`config.mk`:
```
export PLATFORM = sky130hd
export DESIGN_NAME = poly_tone_synth
export DESIGN_NICKNAME = d
export VERILOG_FILES = /design/src/rtl/poly_tone_synth.sv
export SDC_FILE = /design/constraint.sdc
export NUM_CORES = 1
export LEC_CHECK = 0
export ABC_CLOCK_PERIOD_IN_PS = 12500
export BUFFER_PORTS_ARGS = -buffer_cell sky130_fd_sc_hd__buf_2
export CORE_MARGIN = 1
export CORE_UTILIZATION = 51
export CTS_CLUSTER_SIZE = 12
export DETAILED_ROUTE_END_ITERATION = 12
export PLACE_DENSITY = 0.74
export SETUP_SLACK_MARGIN = 0.3
export SYNTH_ARGS = -nofsm -noshare
export SYNTH_HDL_FRONTEND = slang
export SYNTH_SLANG_ARGS = --single-unit
```
`constraint.sdc`:
```
create_clock -name clk -period 12.5 [get_ports clk]
set_input_delay 0 -clock clk [delete_from_list [all_inputs] [get_ports clk]]
set_output_delay 0 -clock clk [all_outputs]
set_load 0.005 [all_outputs]
```
`src/rtl/poly_tone_synth.sv`:
```
// poly_tone_synth: polyphonic square-wave synthesiser on Avalon-MM, mixed to a 1-bit PWM output.
// Each voice has a phase-accumulator frequency, a volume and a tick-based note duration.
// Optional build macro TONE_DECAY_EN: CTRL bit1 enables per-voice volume decay.
module poly_tone_synth #(
    parameter int CHANNELS    = 4,
    parameter int ACC_W       = 24,
    parameter int VOL_W       = 4,
    parameter int DUR_W       = 16,
    parameter int TICK_DIV    = 50000,
    parameter int DECAY_TICKS = 32
) (
    input  logic                        clk,
    input  logic                        reset,
    input  logic [$clog2(CHANNELS)+1:0] address,
    input  logic                        write,
    input  logic [31:0]                 writedata,
    input  logic                        read,
    output logic [31:0]                 readdata,
    output logic                        irq,
    output logic                        out
);

    localparam int CH_W  = (CHANNELS > 1) ? $clog2(CHANNELS) : 1;
    localparam int SUM_W = VOL_W + $clog2(CHANNELS);
    localparam int TD_W  = (TICK_DIV > 1) ? $clog2(TICK_DIV) : 1;
`ifdef TONE_DECAY_EN
    localparam int DC_W  = (DECAY_TICKS > 1) ? $clog2(DECAY_TICKS) : 1;
`endif

    logic [ACC_W-1:0]    freq   [CHANNELS];
    logic [ACC_W-1:0]    acc    [CHANNELS];
    logic [VOL_W-1:0]    vol    [CHANNELS];
    logic [DUR_W-1:0]    dur    [CHANNELS];
    logic [DUR_W-1:0]    remain [CHANNELS];
    logic [CHANNELS-1:0] en;
    logic [CHANNELS-1:0] done;
    logic [CHANNELS-1:0] expire;
    logic [CHANNELS-1:0] done_clr;
`ifdef TONE_DECAY_EN
    logic [CHANNELS-1:0] decay;
    logic [DC_W-1:0]     decay_cnt [CHANNELS];
`endif

    logic [TD_W-1:0]  tick_cnt;
    logic             tick;
    logic [CH_W-1:0]  sel_ch;
    logic [1:0]       sel_reg;
    logic [SUM_W-1:0] sum;
    logic [SUM_W-1:0] sum_q;
    logic [SUM_W-1:0] pwm_cnt;
    logic [31:0]      rd_val;
    logic             unused_wd;

    assign sel_reg   = address[1:0];
    assign sel_ch    = CH_W'(address >> 2);
    assign tick      = (tick_cnt == TD_W'(TICK_DIV - 1));
    assign done_clr  = (write && sel_reg == 2'd3) ? writedata[16 +: CHANNELS] : '0;
    assign unused_wd = ^writedata;

    // Free-running duration prescaler, wraps at TICK_DIV-1
    always_ff @(posedge clk or posedge reset) begin
        if (reset) begin
            tick_cnt <= '0;
        end else if (tick) begin
            tick_cnt <= '0;
        end else begin
            tick_cnt <= tick_cnt + TD_W'(1);
        end
    end

    // A voice expires on the tick that takes REMAIN from 1 to 0
    always_comb begin
        expire = '0;
        for (int c = 0; c < CHANNELS; c++) begin
            expire[c] = tick && en[c] && (remain[c] == DUR_W'(1));
        end
    end

    // Voice state; register writes are applied last so they override tick updates in the same cycle
    always_ff @(posedge clk or posedge reset) begin
        if (reset) begin
            for (int c = 0; c < CHANNELS; c++) begin
                freq[c]   <= '0;
                acc[c]    <= '0;
                vol[c]    <= '0;
                dur[c]    <= '0;
                remain[c] <= '0;
`ifdef TONE_DECAY_EN
                decay_cnt[c] <= '0;
`endif
            end
            en   <= '0;
            done <= '0;
`ifdef TONE_DECAY_EN
            decay <= '0;
`endif
        end else begin
            // expiry set wins over a simultaneous software clear
            done <= (done & ~done_clr) | expire;
            for (int c = 0; c < CHANNELS; c++) begin
                if (en[c]) begin
                    acc[c] <= acc[c] + freq[c];
                end
                if (tick && en[c] && remain[c] != '0) begin
                    remain[c] <= remain[c] - DUR_W'(1);
                end
                if (expire[c]) begin
                    en[c] <= 1'b0;
                end
`ifdef TONE_DECAY_EN
                if (tick && en[c] && decay[c]) begin
                    if (decay_cnt[c] == '0) begin
                        decay_cnt[c] <= DC_W'(DECAY_TICKS - 1);
                        if (vol[c] != '0) begin
                            vol[c] <= vol[c] - VOL_W'(1);
                        end
                    end else begin
                        decay_cnt[c] <= decay_cnt[c] - DC_W'(1);
                    end
                end
`endif
                if (write && sel_ch == CH_W'(c)) begin
                    if (sel_reg == 2'd0) begin
                        freq[c] <= writedata[ACC_W-1:0];
                    end
                    if (sel_reg == 2'd1) begin
                        en[c]  <= writedata[0];
                        vol[c] <= writedata[VOL_W+3:4];
                        dur[c] <= writedata[DUR_W+15:16];
`ifdef TONE_DECAY_EN
                        decay[c] <= writedata[1];
`endif
                        if (writedata[0]) begin
                            acc[c]    <= '0;
                            remain[c] <= writedata[DUR_W+15:16];
`ifdef TONE_DECAY_EN
                            decay_cnt[c] <= DC_W'(DECAY_TICKS - 1);
`endif
                        end
                    end
                end
            end
        end
    end

    // Sum of audible voice contributions (square wave high and enabled)
    always_comb begin
        sum = '0;
        for (int c = 0; c < CHANNELS; c++) begin
            if (en[c] && acc[c][ACC_W-1]) begin
                sum = sum + SUM_W'(vol[c]);
            end
        end
    end

    // PWM counter; sum is sampled once per period so the duty never changes mid-period
    always_ff @(posedge clk or posedge reset) begin
        if (reset) begin
            pwm_cnt <= '0;
            sum_q   <= '0;
            out     <= 1'b0;
        end else begin
            pwm_cnt <= pwm_cnt + SUM_W'(1);
            if (pwm_cnt == '1) begin
                sum_q <= sum;
            end
            out <= (pwm_cnt < sum_q);
        end
    end

    // Register read mux
    always_comb begin
        rd_val = '0;
        case (sel_reg)
            2'd0: rd_val[ACC_W-1:0] = freq[sel_ch];
            2'd1: begin
                rd_val[0]             = en[sel_ch];
`ifdef TONE_DECAY_EN
                rd_val[1]             = decay[sel_ch];
`endif
                rd_val[VOL_W+3:4]     = vol[sel_ch];
                rd_val[DUR_W+15:16]   = dur[sel_ch];
            end
            2'd2: rd_val[DUR_W-1:0] = remain[sel_ch];
            default: begin
                rd_val[CHANNELS-1:0]       = en;
                rd_val[16+CHANNELS-1:16]   = done;
            end
        endcase
    end

    // Registered read data and level interrupt
    always_ff @(posedge clk or posedge reset) begin
        if (reset) begin
            readdata <= '0;
            irq      <= 1'b0;
        end else begin
            if (read) begin
                readdata <= rd_val;
            end
            irq <= |done;
        end
    end

endmodule

```
==> flow_summary_export.csv <==
group,metric,value,unit
route,post_drt_wl_per_cell,21.56,um
clock_network,tritoncts,"built",
clock_network,clock_insertion_delay_worst_skew,0.58,ns
setup_path,crit_path_cell_trace,"and3_1 > ha_1 > inv_1 > fa_1 > nor2_1 > a21oi_1 > inv_1 > ha_1 > a21o_1 > a21oi_1 > xor2_1 > o21ai_0 > ha_1 > nor2b_1 > o21bai_1 > mux2i_1 > o32a_1 > o21ai_0",
timing,layout_min_cycle_time,4.093,ns
floorplanning,initial_core_util,51.99,%
clock_network,cts_repair_resize_count,0,
clock_network,cts.path.max_buffers,3,
final_layout,register_area,10160,um2
route,remaining_drc_errors,0,
setup_path,critical_path_arrival,4.58,ns
pwr,switching_share,37.31,%
pwr,power_density,209.5,nW/um2
placed_design,place_hpwl,44690,um
setup_path,crit_buf_inv,2,
final_layout,utilization,57.88,%
route,first_iter_violations,1397,
floorplanning,pin_count,74,
setup_path,crit_path_category,"flop to flop",
setup_path,critPathCaptureType,"flop",
yosys,synth-edff-count,0,
clock_network,cts.reportedPaths.clkPinSlew,0.06,ns
setup_path,regToRegStartpoint,"acc[95]",
hold_path,min-delay-path-class,"input pin to flop",
floorplanning,row_count,78,
status,outcome,"finished, final reports clean",
timing,layout_setup_ws,8.407,ns
yosys,syn_avg_cell_area,10.47,um2
final_layout,areaGrowthSynthToFinish,11.34,%
pwr,p_comb_share,39.9,%
setup_path,critPathMaxStageDelay,0.47,ns
hold_path,worstHoldEndpoint,"readdata[2]",
setup_path,critPathSlowestCell,"sky130_fd_sc_hd__fa_1",
setup_path,cp_top_family,"compound AO/OA/AOI/OAI gates",
pwr,share_clk_of_total_power,23.9,%
global_route,grt_antenna_before_repair,2,
final_layout,post-route-cell-area,26380,um2
pwr,ir_drop,0.1123,mV
floorplanning,die_width,217.6,um
yosys,synth.ff_latch_count,406,
route,route.detailed.vias_per_inst,6.145,
floorplanning,standard_cell_core_area,45580,um2
placed_design,detailed_place.area,24620,um2
yosys,ys_warn_count,0,
global_route,grt_max_degree,174,
setup_path,crit_top_cell,"sky130_fd_sc_hd__ha_1",
final_layout,most_frequent_cells_in_the_layout,"sky130_fd_sc_hd__dfrtp_1, sky130_fd_sc_hd__nand2_1, sky130_fd_sc_hd__nor2_1",
global_route,first_pass_grt_wire_length,102000,um
floorplanning,floorplan.die_area,47330,um2
placed_design,dp_worst_setup_slack,8.316,ns
yosys,yosysUniqueCellTypes,83,
global_route,grt_pass1_vias,18353,
route,dr_total_vias,18213,
setup_path,r2r_cells,18,
yosys,mappedNetlistNets,2433,
final_layout,most_common_library_cell_in_the_layout_ignoring_fill_and_taps,"sky130_fd_sc_hd__dfrtp_1",
hold_path,hold_path_startpoint,"read",
global_route,congestion_overflow_gr,0,
timing,rsz_0062_raised_after_global_routing,"no",
final_layout,multiInputGateArea,12880,um2
setup_path,worstPathMaxFanout,6,
clock_network,clock_sinks,406,
setup_path,crit_required,12.99,ns
floorplanning,fp.dieH,217.6,um
hold_path,min_delay_path_depth,3,
yosys,syn_inst,2263,
yosys,synth_seq_area_share,42.88,%
timing,timing.clock.skew,0.01567,ns
clock_network,cts-root-buf,"sky130_fd_sc_hd__clkbuf_16",
timing,tns,0,ns
timing,clock.fmax,0.2443,GHz
timing,setup_violations,0,
setup_path,setup.worst_path.start_class,"flop",
timing,slew-limit-headroom,15.58,%
yosys,async_reset_ff_share,100.0,%
pwr,power_report.internal_total,3.464,mW
run,cap_violations,0,
yosys,synth_area,23700,um2
timing,drv_slew,0,
timing,worstMarginPinSlew,1.263,ns
route,routed_wirelength,63920,um
placed_design,routabilityCongestion,0.9362,
clock_network,htree_levels,2,
final_layout,num-nets-final,2506,
global_route,global_route.usage.total,27.74,%
timing,finalHoldViolCount,0,
route,final_antenna_net_count,0,
route,drt_pre_antenna_iters,5,
pwr,power_leakage,11.50,nW
pwr,p_sw,2.062,mW
final_layout,fillerInstances,3760,
yosys,synth-main-ff-cell,"sky130_fd_sc_hd__dfrtp_1",
setup_path,r2r-end,"sum_q[5]",
final_layout,post_route_cells_drive_above_1_share,18.15,%
timing,final_clock_period_utilization_by_the_worst_path,32.74,%
setup_path,crit_path_start,"acc[95]",
clock_network,cts_made_buffers,45,
placed_design,portBuffers,73,
pwr,p_seq_share,36.2,%
setup_path,reg2reg_setup_slack,8.41,ns
==> cell families (layout without fill, tap and decap cells) <==
| logic type | after synthesis | after routing | synth area share (%) |
|---|---|---|---|
| other cells | 0 | 1 | 0 |
| compound gates | 445 | 445 | 11.72 |
| fa+ha+maj | 132 | 132 | 7.171 |
| xor+xnor | 146 | 146 | 5.397 |
| buf+inv | 177 | 277 | 2.931 |
| simple gates | 669 | 669 | 13.63 |
| flops | 406 | 406 | 42.88 |
| mux | 288 | 288 | 16.28 |
==> how the worst max path moves through the flow <==
stage	endpoint	cells past startpoint	slack, ns
floorplan	acc[0]	1	1.21
global placement	acc[94]	5	8.51
detailed placement	remain[56]	5	8.32
CTS	sum_q[5]	18	8.38
global route	sum_q[5]	18	7.99
finish	sum_q[5]	18	8.41
==> cells in the mapped netlist (all sizes together), types with 14 or more instances <==
library cell	number	area, um2
buf	29	137.6
dfrtp	406	10160
o21ai	152	760.7
nand2	237	892.1
a21o	36	270.3
nor3	47	270.3
mux4	62	1396
and3	24	150.1
ha	123	1539
nor4	16	137.6
mux2	159	1790
or3	17	116.4
a31oi	18	112.6
clkbuf	72	271.5
xor2	48	420.4
inv	75	281.5
nor2	179	671.9
o22ai	14	87.58
nand3	66	362.9
mux2i	67	670.6
a211oi	29	235.2
a21oi	111	563.0
xnor2	98	858.3
o21a	16	120.1
==> sequential cells by signal (all words and copies together) (netlist names) <==
| register | count |
|---|---|
| sum_q | 6 |
| freq | 96 |
| vol | 16 |
| acc | 96 |
| en | 4 |
| irq | 1 |
| readdata | 32 |
| pwm_cnt | 6 |
| tick_cnt | 16 |
| dur | 64 |
| out | 1 |
| done | 4 |
| remain | 64 |
==> per-stage QoR <==
step	hold slack, ns	total power, mW	instances
6_report	0.05820	5.526	2964
3_3_place_gp	0.1749	4.066	2856
2_1_floorplan	0.1054	3.626	2263
3_5_place_dp	0.1758	4.168	2856
5_1_grt	0.06876	5.883	2964
4_1_cts	0.01739	5.516	2963
==> power groups by stage <==
stage | Clock (mW) | Sequential (mW) | Combinational (mW)
floorplan | 0 | 1.88 | 1.75
global placement | 0 | 1.99 | 2.08
detailed placement | 0 | 2.01 | 2.16
CTS | 1.34 | 1.99 | 2.19
global route | 1.39 | 2.04 | 2.46
finish | 1.32 | 2.00 | 2.21
==> layout make-up <==
type | count | share of cell area (%)
multi-input cells | 1680 | 48.81
flip-flops and latches | 406 | 38.51
clock buffers | 64 | 4.918
repair buffers | 127 | 3.291
well taps | 600 | 2.846
inverters | 76 | 1.110
clock inverters | 10 | 0.5027
diodes | 1 | 0.009485
==> what timing repair did <==
item                                   in CTS  in global routing
hold buffers                               33                  0
buffers inserted                            0                  0
endpoints found under the hold margin     319                  0
==> metal layers <==
metal | vias up | GRT usage (%) | part of all wire, %
li1 | 8279 | - | -
met1 | 9158 | 38.57 | 43
met2 | 644 | 43.62 | 46
met3 | 132 | 4.351 | 7.3
met4 | 0 | 10.85 | 3.8
met5 | - | 0 | 0
==> worst register-to-register path: cells and delay by family, from the launching register on <==
family,cells,cell delay [ns]
muxes,1,0.11
buffers and inverters,2,0.14
xor gates and xnor gates,1,0.09
and+or+nand+nor,3,0.38
adders and majority gates,4,1.24
AOI/OAI and AO/OA,7,1.66
DFF,1,0.40
No activity file was read; power rests on OpenSTA's default activity.
